==> src/rtl/pc_sequencer.sv <==
// pc_sequencer: next-PC and fetch sequencer driving the PC register load port.
// Define PC_ALIGN_CHECK_EN to fault on redirect targets that are not word aligned.
module pc_sequencer #(
   parameter logic [31:0] RESET_PC = 32'h0000_0000,
   parameter logic [31:0] PC_INC   = 32'd4,
   parameter logic [3:0]  TIMEOUT  = 4'd15
) (
   input  logic        clk,
   input  logic        rst,
   input  logic [31:0] pc_cur,
   output logic [31:0] PCin,
   output logic        load,
   output logic        imem_req,
   input  logic        imem_ready,
   output logic        instr_valid,
   input  logic        stall,
   input  logic        br_taken,
   input  logic [31:0] br_target,
   input  logic        halt,
   output logic        halted,
   output logic        fault
);
   typedef enum logic [2:0] {INIT, FETCH, ISSUE, HALT, FAULT} state_t;
   state_t      state, state_n;
   logic        pend, pend_n;
   logic [31:0] saved, saved_n;
   logic [3:0]  cnt, cnt_n;
   logic [31:0] tgt;
   logic        redir, bad;
   // a branch resolved this cycle overrides any target saved earlier in the fetch
   assign redir = br_taken | pend;
   assign tgt   = br_taken ? br_target : saved;
`ifdef PC_ALIGN_CHECK_EN
   assign bad = tgt[1:0] != 2'b00;
`else
   assign bad = 1'b0;
`endif
   assign imem_req    = !rst && state == FETCH;
   assign instr_valid = !rst && state == ISSUE;
   assign halted      = !rst && state == HALT;
   assign fault       = !rst && state == FAULT;
   always_ff @(posedge clk) begin
      if (rst) begin
         state <= INIT;
         pend  <= 1'b0;
         saved <= '0;
         cnt   <= '0;
      end else begin
         state <= state_n;
         pend  <= pend_n;
         saved <= saved_n;
         cnt   <= cnt_n;
      end
   end
   always_comb begin
      state_n = state;
      pend_n  = pend;
      saved_n = saved;
      cnt_n   = cnt;
      load    = 1'b0;
      PCin    = '0;
      if (!rst) begin
         case (state)
            INIT: begin
               load    = 1'b1;
               PCin    = RESET_PC;
               state_n = FETCH;
            end
            FETCH: begin
               if (imem_ready) begin
                  cnt_n  = '0;
                  pend_n = 1'b0;
                  if (redir && bad) state_n = FAULT;
                  else if (redir) begin
                     load = 1'b1;
                     PCin = tgt;
                  end else state_n = ISSUE;
               end else begin
                  if (br_taken) begin
                     pend_n  = 1'b1;
                     saved_n = br_target;
                  end
                  if (cnt == TIMEOUT - 4'd1) state_n = FAULT;
                  else cnt_n = cnt + 4'd1;
               end
            end
            ISSUE: begin
               if (br_taken) begin
                  if (bad) state_n = FAULT;
                  else begin
                     load    = 1'b1;
                     PCin    = br_target;
                     state_n = FETCH;
                  end
               end else if (!stall) begin
                  if (halt) state_n = HALT;
                  else begin
                     load    = 1'b1;
                     PCin    = pc_cur + PC_INC;
                     state_n = FETCH;
                  end
               end
            end
            default: ;
         endcase
      end
   end
endmodule

==> config.mk <==
export PLATFORM = sky130hd
export DESIGN_NAME = pc_sequencer
export DESIGN_NICKNAME = d
export VERILOG_FILES = /design/src/rtl/pc_sequencer.sv
export SDC_FILE = /design/constraint.sdc
export NUM_CORES = 1
export LEC_CHECK = 0
export CAP_MARGIN = 5
export CORE_MARGIN = 10
export CORE_UTILIZATION = 40
export DETAILED_ROUTE_END_ITERATION = 7
export GPL_TIMING_DRIVEN = 0
export PLACE_DENSITY = 0.71
export SLEW_MARGIN = 20
export SYNTH_ARGS = -nofsm -noshare
export SYNTH_HDL_FRONTEND = slang
export SYNTH_SLANG_ARGS = --single-unit
==> constraint.sdc <==
create_clock -name clk -period 5.64 [get_ports clk]
set_input_delay 1.128 -clock clk [delete_from_list [all_inputs] [get_ports clk]]
set_output_delay 1.128 -clock clk [all_outputs]
set_load 0.005 [all_outputs]
# Word level (Yosys, flattened, before mapping)
# Cells that the tools add are included.
[totals] register_bits=40 in_bits=70 output_inout_bits=37 wordCells=55
[classes] add_sub_neg=2 n_eq_ne=9 muxes=26 bitwise_logic=2 n_reduce_logical=12
[op_table] cell="$mux 32" count=7
[op_table] cell="$pmux 32 s2" count=1
[op_table] cell="$add 32x3->32 const B" count=1
[op_table] cell="$mux 3" count=5
[op_table] cell="$pmux 3 s3" count=1
[op_table] cell="$mux 1" count=8
[op_table] cell="$mux 4" count=2
[op_table] cell="$eq 3x2->1 const B" count=2
[op_table] cell="$ne 3x3->1 const B" count=2
[op_table] cell="$reduce_and 2->1" count=3
[op_table] cell="$add 4x1->4 const B" count=1
[op_table] cell="$eq 4x4->1 const B" count=1
[op_table] cell="$logic_and 1x1->1" count=4
[op_table] cell="$reduce_and 4->1" count=1
[op_table] cell="$eq 3x1->1 const B" count=1
[op_table] cell="$eq 3x3->1 const B" count=1
[op_table] cell="$logic_not 3->1" count=1
[op_table] cell="$ne 3x2->1 const B" count=1
[op_table] cell="$pmux 1 s3" count=1
[op_table] cell="$reduce_bool 3->1" count=1
[op_table] cell="$mux 2" count=1
[op_table] cell="$ne 2x2->1 const B" count=1
[op_table] cell="$reduce_bool 2->1" count=1
[op_table] cell="$logic_not 1->1" count=1
[op_table] cell="other kinds (2)" count=2

# Longest topological paths before layout
[depth] ltp_word=6 ltp_mapped=7 mapped_depth_nobuf=7

# Worst setup path after synthesis
# No wires, ideal clock.
[synth_path] path_type="input to output" startpoint="input port br_taken" endpoint="output port PCin[30]" t_arrival_ns=2.489 required_time_ns=4.512 path_slack_ns=2.023 stages=6 n_path_buf=2 cell_sequence="clkbuf_1 or3_1 nor2_1 nand2_2 buf_2 o22ai_1"
[synth_via] elab_chain_len=5 word_cells_on_any_way=7 classes_between="mux: 6; bitwise: 1"
[synth_rtl] item="from (decl)" line="17" rtl="input logic br_taken,"
[synth_rtl] item="$mux 32 / $or 1x1->1 (equally long branches)"
[synth_rtl] item="$mux 32" line="74" rtl="else if (redir) begin"
[synth_rtl] item="$mux 32" line="70" rtl="if (imem_ready) begin"
[synth_rtl] item="$pmux 32 s2 *" line="63" rtl="case (state)"
[synth_rtl] item="$mux 32 *" line="62" rtl="if (!rst) begin"
[synth_rtl] item="to (decl)" line="11" rtl="output logic [31:0] PCin,"
# Mark *: on every way between the ends. The rest lies on a longest branch, timed or not.

# Worst setup path in the final report
[layout_path] startpoint="input port pc_cur[2]" endpoint="output port PCin[18]"
[layout_via] elab_chain_len=6
[layout_rtl] item="from (decl)" line="10" rtl="input logic [31:0] pc_cur,"
[layout_rtl] item="$add 32x3->32" line="99" rtl="PCin = pc_cur + PC_INC;"
[layout_rtl] item="$mux 32" line="96" rtl="if (halt) state_n = HALT;"
[layout_rtl] item="$mux 32" line="95" rtl="end else if (!stall) begin"
[layout_rtl] item="$mux 32" line="88" rtl="if (br_taken) begin"
[layout_rtl] item="$pmux 32 s2" line="63"
[layout_rtl] item="$mux 32" line="62"
# No other way between the ends.

==> impl_metrics.ini <==
[power_and_ir_drop]
clockPowerShare_pct = 28.0
pwr-share-seq_pct = 33.4
switching_power_uw = 350.0
leakage_uw = 0.001373
p_comb_share_pct = 38.6
power_density_nw_per_um2 = 234.9
peakVddDrop_uv = 93.52
total_power_uw = 1002
p_int_uw = 652.1
switching_share_pct = 34.93

[timing]
fin_crit_sh_pct = 92.21
fmax_ghz = 0.1923
rsz0062_at_grt = no
fin_setup_tns_ns = 0
final-setup-viol-count = 0
tightest_slew_ns = 1.170
max-slew-margin-rel_pct = 21.42
finalHoldViolations = 0
fin_crit_ns = 5.201
slew_violations = 0
finalClockSkew_ns = 0.01159

[clock_tree]
numCtsBuffers = 5
cts_tree = yes
clock-root-buffer = clkbuf_8
cts.sinks = 40
post_cts_buffers = 0
post_cts_resized = 0
h-tree-depth = 2
clk_pin_slew_ns = 0.08
insertion_delay_ns = 0.30
clockBufferDepth = 2
ctsHoldBuffers = 0

[synth]
yosys_warnings = 0
syn_inst = 415
synth_top_family_by_area = simple AND/OR/NAND/NOR gates
synth-async-reset-ratio_pct = 0
ys_types = 53
ys_ff_latch = 40
syn_nets = 488
synthAdderAreaFrac_pct = 1.263
synth.area.mux_share_pct = 1.094
ys_seq_area_share_pct = 26.94
ys.flop_type = dfxtp_1
syn_area_um2 = 2973
synth-simple-area-share_pct = 32.66
synth-edff-count = 0
syn_area_per_cell_um2 = 7.163
synth_compound_area_share_pct = 24.16
synth_xor_xnor_area_share_pct = 8.249

[floorplan]
core.rowCount = 31
die_area_um2 = 11280
io_pins = 107
start_util_pct = 40.99
coreArea_um2 = 7253
fp.dieH_um = 106.2
die_w_um = 106.2

[global_route]
grt_antenna_before_repair = 0
grt_max_degree = 13
overflow = 0
grt_first_pass_wirelength_um = 17970
track_usage_pct = 19.29
grt_pass1_vias = 3457

[critical_path]
r2r_cells = 7
required_ns = 4.51
endpoint_kind = output pin
crit_arrival_ns = 4.07
crit_path_max_fanout = 9
criticalPathCategory = in2out
r2r_slack_ns = 3.54
setup.worst_path.start_class = input port

[placement]
port_buffers = 104
dp_hpwl_um = 8775
place_inst = 618
place_congestion = 0.8892

[routing]
drc = 0
wl_met1_um = 4682
drt_iter0_markers = 231
firstDrtPassIters = 5
wl_per_cell_um = 18.15
top_layer = met4
ant_nets = 0
drt-total-wl_um = 11340
vias = 3501
viasPerCell = 5.602
routed-wl-met2_um = 5500
met3_length_um = 1019

[finish]
mostFrequentLayoutCells = clkdlybuf4s50_1, nand2_1, a21oi_1
diodes = 0
multiInputGateArea_um2 = 2004
seqCellArea_um2 = 800.8
n_fill_cell = 686
area_growth_pct = 43.52
final_nets = 599
final_cells = 625
mostFrequentLayoutCell = clkdlybuf4s50_1
drive_gt1_share_pct = 6.844

[min_path]
hold_class = reg2reg
whs_path_depth = 2

[status]
status = finished clean

[job]
maxCapViolCount = 0
[worst max-delay path: stages]
cell	delay [ns]
clkdlybuf4s50_1	0.53
ha_1	0.23
nand4_1	0.49
nor4_1	0.49
xor2_1	0.23
a222oi_1	0.12
nor3_1	0.28
clkdlybuf4s50_1	0.57
[state kept, by name (all words and copies together) (netlist names)]
name,cells
cnt,4
pend,1
saved,32
state,3
[through the flow]
| step | setup slack (ns) | hold WS [ns] | instance area (um2) | util [%] |
|---|---|---|---|---|
| finish | 0.4394 | 0.4566 | 4267 | 58.82 |
| global route | 0.2443 | 0.4821 | 4267 | 58.82 |
| CTS | 0.5104 | 0.4586 | 4267 | 58.82 |
| detailed placement | 0.5186 | 0.4473 | 4138 | 57.05 |
| global placement | 0.5804 | 0.4386 | 4138 | 57.05 |
| floorplan | 2.023 | 0.4338 | 2973 | - |
[per-layer routing]
layer	global-route usage, %	up-vias
li1	-	1703
met1	23.32	1641
met2	31.98	145
met3	6.280	12
met4	5.513	0
met5	0	-
[cells in the mapped netlist, drive strengths merged, types with 2 or more instances]
cell / number / area [um2]
dfxtp: 40 / 800.8
clkbuf: 20 / 75.07
nor4: 10 / 141.4
nor2b: 3 / 18.77
o21a: 2 / 15.01
o21ai: 18 / 90.09
a22oi: 18 / 135.1
xnor2: 21 / 183.9
o22ai: 12 / 87.58
nand2b: 4 / 25.02
a32oi: 7 / 61.31
ha: 3 / 37.54
and3: 4 / 26.28
nand3: 15 / 85.08
nor4b: 2 / 17.52
a31oi: 5 / 31.28
nor3b: 3 / 27.52
nand2: 86 / 325.3
nor3: 12 / 60.06
a211oi: 2 / 15.01
a222oi: 2 / 20.02
or2: 2 / 12.52
a21oi: 49 / 245.2
mux2: 2 / 22.52
buf: 9 / 51.30
xor2: 7 / 61.31
inv: 11 / 41.29
nand4: 5 / 31.28
nor2: 27 / 101.4
[final cells by class]
| type | count | area share (%) |
|---|---|---|
| Multi-Input combinational cell | 335 | 46.98 |
| Buffer | 29 | 2.962 |
| Timing Repair Buffer | 104 | 24.40 |
| Sequential cell | 40 | 18.77 |
| Clock buffer | 5 | 1.613 |
| Inverter | 11 | 0.9677 |
| Tap cell | 99 | 2.903 |
| Clock inverter | 2 | 1.408 |
[kinds of logic after synthesis]
group           Yosys count
buf+inv                  40
simple gates            184
compound gates          117
mux                       3
flops                    40
xor+xnor                 28
fa+ha+maj                 3
[worst paths after layout]
path | endpoint | startpoint
setup / recovery | PCin[18] | pc_cur[2]
hold / removal | saved[10]$_SDFFE_PP0P_ | saved[10]$_SDFFE_PP0P_
setup reg to reg | saved[27]$_SDFFE_PP0P_ | state[1]$_SDFFE_PP0P_
hold reg to reg | saved[10]$_SDFFE_PP0P_ | saved[10]$_SDFFE_PP0P_
[power by group through the flow]
stage	Clock [uW]	Sequential, uW	Combinational (uW)
6_report	280	335	387
5_1_grt	296	339	423
4_1_cts	283	334	384
3_5_place_dp	0	340	382
3_3_place_gp	0	338	376
2_1_floorplan	0	335	221
No activity file was read; power rests on OpenSTA's default activity.
